[src/rtl/pipe_sched.sv]
// Pipeline sequencing controller: classifies the decoded opcode and drives the
// fetch/decode enables, ID/EX flush, stall lines and the load request handshake.
module pipe_sched #(
  parameter logic [5:0] LD_OP     = 6'b010100,
  parameter logic [5:0] JMP_OP    = 6'b011110,
  parameter logic [5:0] HLT_OP    = 6'b010001,
  parameter int         FLUSH_CYC = 2,
  parameter int         MAX_WAIT  = 8
) (
  input  logic       clk,
  input  logic       reset,
  input  logic [5:0] op,
  input  logic       op_valid,
  input  logic       mem_ready,
  input  logic       resume,
  output logic       pc_en,
  output logic       if_id_en,
  output logic       id_ex_flush,
  output logic       stall,
  output logic       stall_pm,
  output logic       mem_req,
  output logic       halted,
  output logic       err,
  output logic [7:0] stall_cnt
);

  typedef enum logic [2:0] {
    RUN      = 3'd0,
    MEM_WAIT = 3'd1,
    FLUSH    = 3'd2,
    HALT     = 3'd3,
    ERR      = 3'd4
  } state_t;

  localparam logic [7:0] WAIT_LAST  = 8'(MAX_WAIT - 1);
  localparam logic [3:0] FLUSH_INIT = 4'(FLUSH_CYC - 1);

  state_t     state_q, state_d;
  logic [7:0] wait_q, wait_d;
  logic [3:0] flush_q, flush_d;
  logic [7:0] stall_cnt_q, stall_cnt_d;

  always_ff @(posedge clk) begin
    if (reset) begin
      state_q     <= RUN;
      wait_q      <= '0;
      flush_q     <= '0;
      stall_cnt_q <= '0;
    end else begin
      state_q     <= state_d;
      wait_q      <= wait_d;
      flush_q     <= flush_d;
      stall_cnt_q <= stall_cnt_d;
    end
  end

  always_comb begin
    state_d = state_q;
    wait_d  = wait_q;
    flush_d = flush_q;
    unique case (state_q)
      RUN: begin
        if (op_valid) begin
          if (op == LD_OP) begin
            state_d = MEM_WAIT;
            wait_d  = '0;
          end else if (op == JMP_OP) begin
            state_d = FLUSH;
            flush_d = FLUSH_INIT;
          end else if (op == HLT_OP) begin
            state_d = HALT;
          end
        end
      end
      MEM_WAIT: begin
        // A completing memory wins over a timeout on the same edge.
        if (mem_ready)              state_d = RUN;
        else if (wait_q == WAIT_LAST) state_d = ERR;
        else                        wait_d  = wait_q + 8'd1;
      end
      FLUSH: begin
        if (flush_q == 4'd0) state_d = RUN;
        else                 flush_d = flush_q - 4'd1;
      end
      HALT: begin
        if (resume) state_d = RUN;
      end
      ERR: state_d = ERR;
      default: state_d = RUN;
    endcase
  end

  // Moore outputs: decoded from the registered state only.
  always_comb begin
    pc_en       = 1'b0;
    if_id_en    = 1'b0;
    id_ex_flush = 1'b0;
    stall       = 1'b0;
    stall_pm    = 1'b0;
    mem_req     = 1'b0;
    halted      = 1'b0;
    err         = 1'b0;
    unique case (state_q)
      RUN: begin
        pc_en    = 1'b1;
        if_id_en = 1'b1;
      end
      MEM_WAIT: begin
        stall    = 1'b1;
        stall_pm = 1'b1;
        mem_req  = 1'b1;
      end
      FLUSH: begin
        id_ex_flush = 1'b1;
        stall_pm    = 1'b1;
      end
      HALT: begin
        stall    = 1'b1;
        stall_pm = 1'b1;
        halted   = 1'b1;
      end
      ERR: begin
        stall    = 1'b1;
        stall_pm = 1'b1;
        err      = 1'b1;
      end
      default: begin
        pc_en    = 1'b1;
        if_id_en = 1'b1;
      end
    endcase
  end

  always_comb begin
    stall_cnt_d = stall_cnt_q;
    if ((stall || stall_pm) && (stall_cnt_q != 8'hFF))
      stall_cnt_d = stall_cnt_q + 8'd1;
  end

  assign stall_cnt = stall_cnt_q;

endmodule

[config.mk]
export PLATFORM = sky130hd
export DESIGN_NAME = pipe_sched
export DESIGN_NICKNAME = d
export VERILOG_FILES = /design/src/rtl/pipe_sched.sv
export SDC_FILE = /design/constraint.sdc
export NUM_CORES = 1
export LEC_CHECK = 0
export CAP_MARGIN = 20
export CORE_UTILIZATION = 50
export CTS_CLUSTER_DIAMETER = 120
export CTS_CLUSTER_SIZE = 24
export DETAILED_ROUTE_END_ITERATION = 12
export GPL_ROUTABILITY_DRIVEN = 1
export PLACE_DENSITY = 0.77
export SLEW_MARGIN = 20
export SYNTH_ARGS = -nofsm -noshare
export SYNTH_HDL_FRONTEND = slang
export SYNTH_SLANG_ARGS = --single-unit
[constraint.sdc]
create_clock -name clk -period 3.1 [get_ports clk]
set_input_delay 0.62 -clock clk [delete_from_list [all_inputs] [get_ports clk]]
set_output_delay 0.62 -clock clk [all_outputs]
set_load 0.01 [all_outputs]
# [After elaboration in Yosys (flattened, before gate mapping)]
# Index checks and enable logic that the tools add are counted.
[totals] in_bits=11 register_bits=23 elab_cells=64 out_inout_bits=16
[classes] muxes=26 add_sub_neg=3 reduce_logical=11 n_eq_ne=20
[op_table] op="8-bit two-way mux" n=4
[op_table] op="3-bit two-way mux" n=8
[op_table] op="6-bit by 5-bit equality test with 1-bit output, second input constant" n=3
[op_table] op="2-bit inequality test, second input constant" n=9
[op_table] op="8-bit by 1-bit adder with 8-bit output, second input constant" n=2
[op_table] op="4-bit two-way mux" n=4
[op_table] op="8-bit case mux with 2 select lines" n=1
[op_table] op="3-bit case mux with 5 select lines" n=1
[op_table] op="5-bit AND reduction" n=3
[op_table] op="8-bit by 3-bit equality test with 1-bit output, second input constant" n=1
[op_table] op="8-bit inequality test, second input constant" n=1
[op_table] op="4-bit case mux with 2 select lines" n=1
[op_table] op="1-bit two-way mux" n=7
[op_table] op="3-bit by 2-bit equality test with 1-bit output, second input constant" n=2
[op_table] op="4-bit zero test" n=1
[op_table] op="4-bit inequality test, second input constant" n=1
[op_table] op="2-bit nonzero test" n=2
[op_table] op="4-bit OR reduction" n=1
[op_table] op="4-bit by 1-bit subtractor with 4-bit output, second input constant" n=1
[op_table] op="3-bit by 1-bit equality test with 1-bit output, second input constant" n=1
[op_table] op="3-bit equality test, second input constant" n=1
[op_table] op="3-bit zero test" n=1
[op_table] op="3-bit inequality test, second input constant" n=1
[op_table] op="3-bit OR reduction" n=1
[op_table] op="2 further kinds" n=2

# [Logic depth before layout (Yosys ltp)]
[logic_depth] ltp_word=6 depth_mapped=6 mapped_depth_nobuf=6

# [Least setup slack after synthesis]
# Ideal clock, no wire load.
[synth_path] path_kind="input to register" startpoint="input port op[1]" endpoint="register state_q[0]" path_stages=4 setup_slack_ns=1.125 required_ns=3.014 arrival_time_ns=1.889 cell_sequence="nor4b_1 a221oi_2 or4b_4 a221oi_2"
[synth_via] elab_chain_len=5 elab_cells_between_ends=9 classes_between="4 x eq/ne; 4 x mux; 1 x reduce/logical"
[synth_rtl] item="start: declaration" line="12" rtl="input logic [5:0] op,"
[synth_rtl] item="6-bit by 5-bit equality test with 1-bit output" line="67" rtl="end else if (op == JMP_OP) begin"
[synth_rtl] item="3-bit two-way mux" line="67"
[synth_rtl] item="3-bit two-way mux" line="64" rtl="if (op == LD_OP) begin"
[synth_rtl] item="3-bit two-way mux" line="63" rtl="if (op_valid) begin"
[synth_rtl] item="3-bit case mux with 5 select lines" line="61" rtl="unique case (state_q)"
[synth_rtl] item="end signal: assignment" line="50" rtl="state_q <= state_d;"
[synth_rtl] item="end: declaration" line="38" rtl="state_t state_q, state_d;"
# Several ways; a longest one is shown, not always the timed one. The select of a mux whose other input is x is not followed.
# A chain may end at the register's enable or synchronous reset.

# [Worst setup path after layout]
[layout_path] startpoint="register state_q[0]" endpoint="output port mem_req"
[layout_via] elab_chain_len=2
[layout_rtl] item="3-bit by 1-bit equality test with 1-bit output" line="103" rtl="unique case (state_q)"
[layout_rtl] item="1-bit two-way mux" line="103"
[layout_rtl] item="end: declaration" line="21" rtl="output logic mem_req,"
# No other way between the ends.

==> metrics list <==
- Period Utilization, post-route: 0.9035
* Fill cell count: 207
* Required time at the worst-slack endpoint: 2.48 ns
* Total CTS buffers: 3
* Vias per inst: 6.427
* Number of warnings reported in the yosys synthesis log: 0
- Number of stages on the worst hold path: 1
* Ys flop type: sky130_fd_sc_hd__dfxtp_1
* Type of the worst setup path: reg2out
- Height of the die: 55.23 um
* Number of flops mapped to enable cells by yosys: 0
- Summed over all layers, the routed wires come to 3.324 mm.
* Library cell used as clock root buffer: sky130_fd_sc_hd__clkbuf_4
- The setup check on the worst reg-to-reg path leaves a slack of 1.04 ns.
* Worst setup path endpoint: mem_req
- Total DRC errors in the routed layout: 0
- Worst Setup End Kind: primary output
- Pre-CTS setup slack: 0.5160 ns
- The run finished with clean final reports.
- Final instance area: 1712 um2
- Cell Area, Placed: 1685 um2
* Die outline area: 3050 um2
- In the post-synthesis netlist, the cell with the most instances is sky130_fd_sc_hd__dfxtp_1.
* Die extent in x: 55.23 um
- The congestion estimate from routability-driven global placement came to 0.8374.
- The floorplan has 18 rows.
- Slew @ Worst Pin: 0.5713 ns
- 1st-pass router iterations: 4
- The core region is 2567 um2.
* Clock insertion delay at the later pin of the skew report: 0.31 ns
* Seq/Total Area, Yosys: 0.3251
- Diode insertion count for antenna repair: 0
- Biggest fanout along the worst timing path: 11
- Number of top-level design ports: 27
- The max-slew violation total from the final report came to 0.
* R2R Path Start: wait_q[0]
- Mean area per synthesized cell: 8.636 um2
- Yosys mapped the design onto 54 distinct sky130hd cell types.
- Nets in the synthesized netlist: 179
- In the final layout, the share of cells above drive strength 1 is 0.09574.
- The first routing iteration left 54 violations.
* Synth area leader: sky130_fd_sc_hd__dfxtp_1
* Clock tree sinks: 23
- Antenna violations before repair: 0
- The number of hold buffers added after CTS was 0.
- Wire length of the first global-routing pass: 5.388 mm
- Data arrival, critical path: 2.18 ns
- After synthesis the netlist holds a flip-flop and latch count of 23.
* Portion of synthesized cell area occupied by the leading cell type: 0.3251
- Routed via count: 1401
- Worst Setup Start Kind: flop
- Power density normalized to cell area: 424.0 nW/um2
- Fmax: 357.0 MHz
* Remaining antenna violation count after routing: 0
- The area growth from synthesis to layout is 20.85%.
* Number of maximum-capacitance constraint violations: 0
- Average detailed-routed wire length per instance: 15.25 um
- Total count of hold-check failures in the final report: 0
- Relative slew margins: 0.6162
- Number of cells traversed by the worst register-to-register path: 5
* Maximum number of buffers from clock root to sink: 2
* RSZ-0062 raised after global routing: false
- Summed over all failing endpoints, the final setup total negative slack is 0 ns.
- Post-CTS setup-driven buffer insertion count: 0
* Source of the worst hold timing path: flush_q[3]
- After global routing the overflow that remains totals 0.
- TritonCTS clock tree: done
- In this run the worst setup path begins at state_q[0].
- Entering global routing, the biggest net connects 16 pins.
- H-Tree Level Count: 1
- Between clock sinks in the finished design, the worst skew comes to 0.003910 ns.
* Final min period: 2.801 ns
- By count the netlist is led by 23 x sky130_fd_sc_hd__dfxtp_1, 12 x sky130_fd_sc_hd__a21oi_1, 10 x sky130_fd_sc_hd__inv_1, 9 x sky130_fd_sc_hd__nor2_1.
- After the last flow step, the layout net total stands at 204.
* IO buf count: 26
- For this run, asynchronously set or reset flops after synthesis account for 0.
* IR Drop Worst-Case VDD: 330.1 uV
- The analysis attributes to cell leakage a power of 0.0005884 uW.
- Sum of internal, switching and leakage power: 725.7 uW
- The endpoint identified for the worst register-to-register timing path is state_q[0].
- The via count of the first global-routing pass was 1309.
- Once detailed placement completed, the half-perimeter wirelength came to 2.454 mm.
- Total global-route track usage: 0.2136
* Area of the mapped netlist: 1416 um2
- Cells taking the most area after synthesis: sky130_fd_sc_hd__dfxtp_1 33%, sky130_fd_sc_hd__a21oi_1 4.2%, sky130_fd_sc_hd__ha_1 3.5%, sky130_fd_sc_hd__a311oi_1 3.1%, sky130_fd_sc_hd__o21ai_0 2.8%
- Post-cts resize count: 0
* Setup violators final: 0
- Starting utilization of the core area: 0.5517
- Clock-pin slew was measured on the worst setup and hold paths at 0.13 ns.
* Post-synthesis instance total: 164
- The worst hold path belongs to the class reg2reg.
- After layout, the worst setup slack is 0.2991 ns.
worst min path at each step:
stage	slack, ns	endpoint
final	0.51	flush_q[3]
after global routing	0.52	flush_q[3]
after CTS	0.50	flush_q[3]
after detailed placement	0.48	flush_q[3]
after global placement	0.46	flush_q[3]
after floorplan	0.44	flush_q[3]
sequential cells by signal, indices dropped and copies added (netlist names):
name       count
flush_q        4
stall_cnt      8
wait_q         8
state_q        3
area by class of cell:
cell class                 instances  area, um2  share of cell area
sequential                        23      460.4              0.2690
inverter                          10      37.54             0.02193
multi-input combinational        123      874.6              0.5110
clock buffer                       4      26.28             0.01535
tap                               30      37.54             0.02193
timing repair buffer              28      275.3              0.1608
layer usage:
| metal | global-route usage | share of wire |
|---|---|---|
| met3 | 0.02810 | 0.046 |
| met4 | 0.1250 | 0.0075 |
| met1 | 0.2606 | 0.45 |
| met2 | 0.3580 | 0.49 |
| met5 | 0 | 0 |
cells in the final DEF (no fill, tap or decap), types with 2 or more instances in the layout:
| master | count |
|---|---|
| sky130_fd_sc_hd__nor2b_1 | 3 |
| sky130_fd_sc_hd__a21oi_1 | 12 |
| sky130_fd_sc_hd__o21ai_0 | 8 |
| sky130_fd_sc_hd__dfxtp_1 | 23 |
| sky130_fd_sc_hd__nor3_1 | 2 |
| sky130_fd_sc_hd__and2_1 | 2 |
| sky130_fd_sc_hd__ha_1 | 4 |
| sky130_fd_sc_hd__nand2b_1 | 4 |
| sky130_fd_sc_hd__o31ai_1 | 3 |
| sky130_fd_sc_hd__or3_1 | 5 |
| sky130_fd_sc_hd__nor3b_1 | 3 |
| sky130_fd_sc_hd__mux2i_1 | 2 |
| sky130_fd_sc_hd__or4_1 | 2 |
| sky130_fd_sc_hd__a221oi_2 | 2 |
| sky130_fd_sc_hd__a311oi_1 | 5 |
| sky130_fd_sc_hd__a31oi_1 | 6 |
| sky130_fd_sc_hd__nor4b_1 | 2 |
| sky130_fd_sc_hd__nand2_1 | 8 |
| sky130_fd_sc_hd__nand3_1 | 6 |
| sky130_fd_sc_hd__nor4_1 | 2 |
| sky130_fd_sc_hd__a211oi_1 | 3 |
| sky130_fd_sc_hd__buf_4 | 2 |
| sky130_fd_sc_hd__nand4_1 | 2 |
| sky130_fd_sc_hd__clkbuf_4 | 3 |
| sky130_fd_sc_hd__a32o_1 | 2 |
| sky130_fd_sc_hd__nor2_1 | 9 |
| sky130_fd_sc_hd__clkdlybuf4s50_1 | 26 |
| sky130_fd_sc_hd__inv_1 | 10 |
| sky130_fd_sc_hd__a21o_1 | 2 |
power by group:
group | internal (uW) | switching (uW) | total (uW)
Sequential | 309 | 25.3 | 335
Combinational | 122 | 128 | 250
Clock | 50.2 | 90.9 | 141
Total | 481 | 244 | 726
critical path, stage by stage (launching register included):
cell,delay (ns)
sky130_fd_sc_hd__dfxtp_1,0.51
sky130_fd_sc_hd__or3b_2,0.60
sky130_fd_sc_hd__inv_1,0.19
sky130_fd_sc_hd__clkdlybuf4s50_1,0.56
cell families (layout without fill, tap and decap cells):
family,Yosys count,after routing,synth area share
adder cells (fa/ha/maj),4,4,0.03534
flip-flops,23,23,0.3251
XOR/XNOR,2,2,0.01237
AO/OA/AOI/OAI,52,52,0.2677
multiplexers,2,2,0.01413
AND/OR/NAND/NOR,63,63,0.2880
buffers and inverters,18,42,0.05742
metrics by stage:
| stage | util | hold slack (ns) | instances |
|---|---|---|---|
| 6_report | 0.6667 | 0.5053 | 218 |
| 4_1_cts | 0.6667 | 0.4987 | 218 |
| 3_3_place_gp | 0.6564 | 0.4634 | 214 |
| 2_1_floorplan | - | 0.4417 | 164 |
| 3_5_place_dp | 0.6564 | 0.4782 | 214 |
| 5_1_grt | 0.6667 | 0.5242 | 218 |
No activity file was read; power rests on OpenSTA's default activity.
